$ cat src/rtl/mult_seq_16b.sv
// Sequential 16x16 unsigned shift-add multiplier built around a single cla_16b adder.
// Also holds cla_16b, a two-level 4-bit-group carry-lookahead adder.

module cla_16b (
    input  logic [15:0] a,
    input  logic [15:0] b,
    input  logic        cIn,
    output logic [15:0] sum,
    output logic        cOut
);
    logic [15:0] g, p, c;
    logic [3:0]  gg, gp, gc, cin_grp;

    function automatic logic [2:0] look3(input logic [2:0] gi, input logic [2:0] pi,
                                         input logic ci);
        logic [2:0] co;
        co[0] = gi[0] | (pi[0] & ci);
        co[1] = gi[1] | (pi[1] & gi[0]) | (pi[1] & pi[0] & ci);
        co[2] = gi[2] | (pi[2] & gi[1]) | (pi[2] & pi[1] & gi[0]) | (&pi & ci);
        return co;
    endfunction

    function automatic logic [3:0] look4(input logic [3:0] gi, input logic [3:0] pi,
                                         input logic ci);
        logic c4;
        c4 = gi[3] | (pi[3] & gi[2]) | (pi[3] & pi[2] & gi[1])
           | (pi[3] & pi[2] & pi[1] & gi[0]) | (&pi & ci);
        return {c4, look3(gi[2:0], pi[2:0], ci)};
    endfunction

    assign g = a & b;
    assign p = a ^ b;

    always_comb begin
        gg = '0;
        gp = '0;
        for (int k = 0; k < 4; k++) begin
            gg[k] = g[4*k+3] | (p[4*k+3] & g[4*k+2]) | (&p[4*k+3 -: 2] & g[4*k+1])
                  | (&p[4*k+3 -: 3] & g[4*k]);
            gp[k] = &p[4*k +: 4];
        end
    end

    // Second lookahead level resolves every group carry-in directly from cIn.
    assign gc      = look4(gg, gp, cIn);
    assign cin_grp = {gc[2:0], cIn};

    always_comb begin
        c = '0;
        for (int k = 0; k < 4; k++) begin
            c[4*k]       = cin_grp[k];
            c[4*k+1 +: 3] = look3(g[4*k +: 3], p[4*k +: 3], cin_grp[k]);
        end
    end

    assign sum  = p ^ c;
    assign cOut = gc[3];
endmodule

module mult_seq_16b #(
    parameter int unsigned N = 16
) (
    input  logic           clk,
    input  logic           rst,
    input  logic           start,
    input  logic [N-1:0]   in1,
    input  logic [N-1:0]   in2,
    output logic           busy,
    output logic           done,
    output logic [2*N-1:0] product
);
    typedef enum logic [1:0] {StIdle, StBusy, StDone} state_e;

    state_e       state_q, state_d;
    logic [N-1:0] mcand_q, mcand_d;
    logic [N-1:0] acc_hi_q, acc_hi_d;
    logic [N-1:0] acc_lo_q, acc_lo_d;
    logic [3:0]   cnt_q, cnt_d;
    logic [N-1:0] addend, sum;
    logic         cout;

    assign addend = acc_lo_q[0] ? mcand_q : '0;

    cla_16b u_cla (
        .a    (acc_hi_q),
        .b    (addend),
        .cIn  (1'b0),
        .sum  (sum),
        .cOut (cout)
    );

    always_comb begin
        state_d  = state_q;
        mcand_d  = mcand_q;
        acc_hi_d = acc_hi_q;
        acc_lo_d = acc_lo_q;
        cnt_d    = cnt_q;
        unique case (state_q)
            StIdle: begin
                if (start) begin
                    mcand_d  = in1;
                    acc_hi_d = '0;
                    acc_lo_d = in2;
                    cnt_d    = '0;
                    state_d  = StBusy;
                end
            end
            StBusy: begin
                // Carry-out becomes the new MSB so the full 32-bit product survives.
                acc_hi_d = {cout, sum[N-1:1]};
                acc_lo_d = {sum[0], acc_lo_q[N-1:1]};
                cnt_d    = cnt_q + 4'd1;
                if (cnt_q == 4'd15) begin
                    state_d = StDone;
                end
            end
            StDone:  state_d = StIdle;
            default: state_d = StIdle;
        endcase
    end

    always_ff @(posedge clk) begin
        if (rst) begin
            state_q  <= StIdle;
            mcand_q  <= '0;
            acc_hi_q <= '0;
            acc_lo_q <= '0;
            cnt_q    <= '0;
        end else begin
            state_q  <= state_d;
            mcand_q  <= mcand_d;
            acc_hi_q <= acc_hi_d;
            acc_lo_q <= acc_lo_d;
            cnt_q    <= cnt_d;
        end
    end

    assign busy    = (state_q != StIdle);
    assign done    = (state_q == StDone);
    assign product = {acc_hi_q, acc_lo_q};
endmodule

$ cat config.mk
export PLATFORM = sky130hd
export DESIGN_NAME = mult_seq_16b
export DESIGN_NICKNAME = d
export VERILOG_FILES = /design/src/rtl/mult_seq_16b.sv
export SDC_FILE = /design/constraint.sdc
export NUM_CORES = 1
export LEC_CHECK = 0
export ABC_AREA = 1
export CAP_MARGIN = 30
export CORE_MARGIN = 5
export CORE_UTILIZATION = 45
export CTS_CLUSTER_DIAMETER = 60
export DETAILED_ROUTE_END_ITERATION = 10
export MAX_ROUTING_LAYER = met4
export PLACE_DENSITY = 0.79
export SLEW_MARGIN = 20
export SYNTH_ARGS = -nofsm -noshare
export SYNTH_HDL_FRONTEND = slang
export SYNTH_SLANG_ARGS = --single-unit
$ cat constraint.sdc
create_clock -name clk -period 2.3 [get_ports clk]
set_clock_uncertainty 0.05 [all_clocks]
set_input_delay 0.575 -clock clk [delete_from_list [all_inputs] [get_ports clk]]
set_output_delay 0.575 -clock clk [all_outputs]
set_load 0.01 [all_outputs]
### After elaboration in Yosys (flattened, before gate mapping)

Cells that the tools add are included.

* logic and storage cells: 132
* register bits: 54
* input bits: 35

* equality and inequality tests: 5
* bitwise logic cells: 91
* reduce and logical (&&, ||, !) cells: 20
* $add $sub $neg: 1
* mux-type cells: 10

Operator list (number)
* $pmux W16 S2: 2
* $and A1 B1 Y1: 49
* $mux W16: 3
* $or A1 B1 Y1: 39
* $xor A16 B16 Y16: 2
* $reduce_and A3 Y1: 7
* $and A16 B16 Y16: 1
* $reduce_and A2 Y1: 7
* $reduce_and A4 Y1: 3
* $pmux W4 S2: 1
* $add A4 B1 Y4 const B: 1
* $eq A4 B4 Y1 const B: 1
* $mux W2: 2
* $mux W4: 1
* $ne A2 B2 Y1 const B: 2
* $pmux W2 S2: 1
* $reduce_bool A2 Y1: 2
* $eq A2 B1 Y1 const B: 1
* $eq A2 B2 Y1 const B: 1
* $logic_not A2 Y1: 1

### Logic depth before layout (Yosys ltp)

* depth in word-level cells: 13
* mapped depth: 16
* depth with buffers taken out: 14

### Cells and area by module

A second synthesis with hierarchy kept.

* cells, all modules: 467
* area, all modules: 3136.8 µm²

By module, submodules not included
* mult_seq_16b: cells an instance 354, area an instance 2393.5 µm², times used 1
* cla_16b: cells an instance 113, area an instance 743.2 µm², times used 1

### Worst setup path after synthesis

No wires, ideal clock.

* path kind: reg-to-reg
* from: register acc_lo_q[0]
* to: register acc_hi_q[11]
* path slack: -0.193 ns
* setup time: 0.117 ns
* buffers on the path: 2
* arrival time: 2.326 ns
* required time: 2.133 ns
* stages on the path, launching flop included: 14
* cells stage by stage: dfxtp_1 > clkbuf_1 > clkbuf_1 > nand2_1 > inv_1 > ha_1 > nand2_1 > inv_1 > nand2_1 > nand2_1 > nor2_1 > nand3_2 > fa_1 > a22o_1

* cells in the longest elaborated chain, start to end: 11
* elaborated cells on any way between the ends: 36

RTL lines
* start, declared: line 77 `logic [N-1:0] acc_lo_q, acc_lo_d;`
* start signal, assigned: line 133 `acc_lo_q <= acc_lo_d;`
* $mux W16 (*): line 82 `assign addend = acc_lo_q[0] ? mcand_q : '0;`
* $xor A16 B16 Y16 or $and A16 B16 Y16 (tied branches): line 32, 31
* $and A1 B1 Y1 or $reduce_and A2 Y1 (tied branches): line 38 `gg[k] = g[4*k+3] | (p[4*k+3] & g[4*k+2]) | (&p[4*k+3 -: 2] & g[4*k+1])`
* $or A1 B1 Y1 or $and A1 B1 Y1 (tied branches): line 38
* $or A1 B1 Y1: line 38
* $or A1 B1 Y1: line 39 `| (&p[4*k+3 -: 3] & g[4*k]);`
* $and A1 B1 Y1: line 19 `co[2] = gi[2] | (pi[2] & gi[1]) | (pi[2] & pi[1] & gi[0]) | (&pi & ci);`
* $or A1 B1 Y1 (2 in series): line 19
* $xor A16 B16 Y16 (*): line 56 `assign sum = p ^ c;`
* $pmux W16 S2 (*): line 98 `unique case (state_q)`
* end signal, assigned: line 132 `acc_hi_q <= acc_hi_d;`
* end, declared: line 76 `logic [N-1:0] acc_hi_q, acc_hi_d;`

Every way passes the cells marked *; elsewhere a longest branch is shown, timed or not.
A chain may end at the register's enable or synchronous reset.

### Worst setup path in the final report

Ends and elaborated chain as after synthesis.

==> impl_metrics.tcl <==
set metrics [dict create \
    outcome "finished clean" \
    cts_hold_buffers 0 \
    synth_area_leaders "dfxtp_1 38%, nand2_1 9.9%, ha_1 7.5%, inv_1 6.9%, nor2_1 6.9%" \
    cts.clk_slew.worst_paths_ps 110 \
    r2r_slack_ps 100 \
    n_antenna_cell 0 \
    firstDrtPassIters 4 \
    place_ws_ps 61.81 \
    hold_depth 2 \
    tightest_slew_ps 331.7 \
    fp.coreArea_um2 6241 \
    cp.arrival_ps 2370 \
    die-area_um2 7991 \
    synth_flop_cell "dfxtp_1" \
    wl_mm 7.111 \
    synth_edf_count 0 \
    syn2layout_area_growth_pct 36.66 \
    grt_pass1_vias 2601 \
    wire_per_inst_um 13.34 \
    clockRootBuffer "clkbuf_8" \
    whs_endpoint "acc_lo_q[7]" \
    drive_gt1_frac 0.1096 \
    slew_headroom 0.7786 \
    hold_viol 0 \
    cap_violations 0 \
    synth_top_area_cell "dfxtp_1" \
    yosysWarnings 0 \
    row_count 29 \
    grt_first_pass_wirelength_mm 11.48 \
    finalSetupViolations 0 \
    clock_latency_ps 310 \
    p_per_area_nw_per_um2 559.3 \
    ys_seq_area_frac 0.3811 \
    vias 2739 \
    fin_crit_ps 2200 \
    rr_startpoint "acc_lo_q[0]" \
    place_congestion 0.9276 \
    h-tree-depth 2 \
    start_kind "flop" \
    hp-class "flop to flop" \
    route.detailed.drc 0 \
    synth.avg_cell_area_um2 7.464 \
    fp.dieW_um 89.40 \
    nets 511 \
    synth_top_area_frac 0.3811 \
    clock-sinks 54 \
    syn-num-nets 436 \
    yosysMostFrequentCell "nand2_1" \
    vias_per_cell 5.139 \
    worst_r2r_endpoint "acc_hi_q[11]" \
    required_ps 2470 \
    async_reset_ff_frac 0 \
    dpl_cell_area_um2 3595 \
    p_leak_nw 1.746 \
    die_y_um 89.40 \
    synthCells 380 \
    end_kind "flop" \
    vdd.ir_drop.worst_mv 0.3343 \
    ios 69 \
    rr_worst_depth 12 \
    synthTopCellsByCount "75 x nand2_1, 54 x dfxtp_1, 52 x inv_1, 52 x nor2_1" \
    yosys_register_bits 54 \
    portBuffers 68 \
    detail-route-antenna-nets 0 \
    antenna_found_initial 0 \
    grt_overflow 0 \
    cts_tree "built" \
    min_from "acc_lo_q[7]" \
    critPathMaxFanout 11 \
    start_util 0.4545 \
    cts_made_buffers 5 \
    finalMaxSlewViolations 0 \
    netlist_area_um2 2836 \
    fin_ws_ps 100.4 \
    fmax_ghz 0.4546 \
    grt_max_degree 32 \
    fin_area_um2 3876 \
    crit_type "flop to flop" \
    dp_hpwl_mm 5.012 \
    grt_usage 0.1867 \
    drtIter0Drc 91 \
    yosysUniqueCellTypes 29 \
    period_share 0.9563 \
    cts_buffer_depth 2 \
]
worst max path at each step:
| stage | endpoint | slack [ps] | startpoint | cells past startpoint |
|---|---|---|---|---|
| after floorplan | acc_hi_q[11] | 10 | acc_lo_q[0] | 13 |
| after global placement | acc_hi_q[7] | 130 | acc_lo_q[0] | 12 |
| after detailed placement | acc_hi_q[11] | 60 | acc_lo_q[0] | 12 |
| after CTS | acc_hi_q[11] | 50 | acc_lo_q[0] | 12 |
| after global routing | acc_hi_q[11] | -20 | acc_lo_q[0] | 12 |
| final | acc_hi_q[11] | 100 | acc_lo_q[0] | 12 |
repair_timing:
item | CTS | global route
cloned | 0 | 0
gates resized for setup | 1 | 13
setup buffers | 0 | 6
endpoints found under the setup margin | 1 | 4
pin swaps | 0 | 4
layer usage:
layer,GRT usage,share of wire
met2,0.3074,0.49
met4,0.05007,0.0083
met1,0.2271,0.44
met5,-,0
met3,0.04700,0.064
area by class of cell:
cell class / count / area, um2
Multi-Input combinational cell: 257 / 1580
Clock buffer: 5 / 68.82
Timing Repair Buffer: 82 / 789.5
Sequential cell: 54 / 1082
Clock inverter: 3 / 47.55
Inverter: 55 / 211.5
Tap cell: 77 / 96.34
Fill cell: 564 / 2365
through the flow:
| stage | power, mW | util | cells | setup TNS, ps | hold slack [ps] |
|---|---|---|---|---|---|
| after floorplan | 1.311 | - | 380 | 0 | 403.9 |
| after global placement | 1.496 | 0.5760 | 519 | 0 | 400.0 |
| after detailed placement | 1.504 | 0.5760 | 519 | 0 | 405.0 |
| after CTS | 2.167 | 0.5966 | 527 | 0 | 421.0 |
| after global routing | 2.286 | 0.6211 | 533 | -38.26 | 444.9 |
| final | 2.168 | 0.6211 | 533 | 0 | 423.3 |
critical path: stages, from the launching register on:
cell	delay, ps
dfxtp_2	340
buf_6	130
nand2_1	90
inv_2	70
ha_4	260
nand2_1	60
nor2_2	160
inv_1	60
nor2_1	100
nand2_1	80
nand3_2	80
fa_1	410
a22o_1	210
kinds of logic after synthesis:
| family | after synthesis | synth area share |
|---|---|---|
| DFF | 54 | 0.3811 |
| adders and majority gates | 21 | 0.1032 |
| xor gates and xnor gates | 4 | 0.01235 |
| buffers and inverters | 69 | 0.1023 |
| AOI/OAI and AO/OA | 73 | 0.1570 |
| and+or+nand+nor | 159 | 0.2439 |
power by group:
group | switching, mW | leakage [nW] | internal [mW]
sequential | 0.0508 | 0.443 | 1.00
combinational | 0.225 | 1.24 | 0.219
clock | 0.337 | 0.0591 | 0.333
total | 0.612 | 1.75 | 1.56
state kept, by name (all words and copies together) (netlist names):
| name | cells |
|---|---|
| mcand_q | 16 |
| state_q | 2 |
| acc_hi_q | 16 |
| acc_lo_q | 16 |
| cnt_q | 4 |
cell usage in the layout, fill, tap and decap left out, drive strengths merged, types with 3 or more instances in the layout:
master / n
nand2: 81
clkdlybuf4s50: 68
inv: 57
nor2: 55
dfxtp: 54
o21ai: 27
a21oi: 24
nand3: 19
ha: 17
buf: 14
o221ai: 13
clkbuf: 5
xnor2: 4
a22o: 4
fa: 4
nand4: 3
a22oi: 3
(Power assumes the default switching activity.)
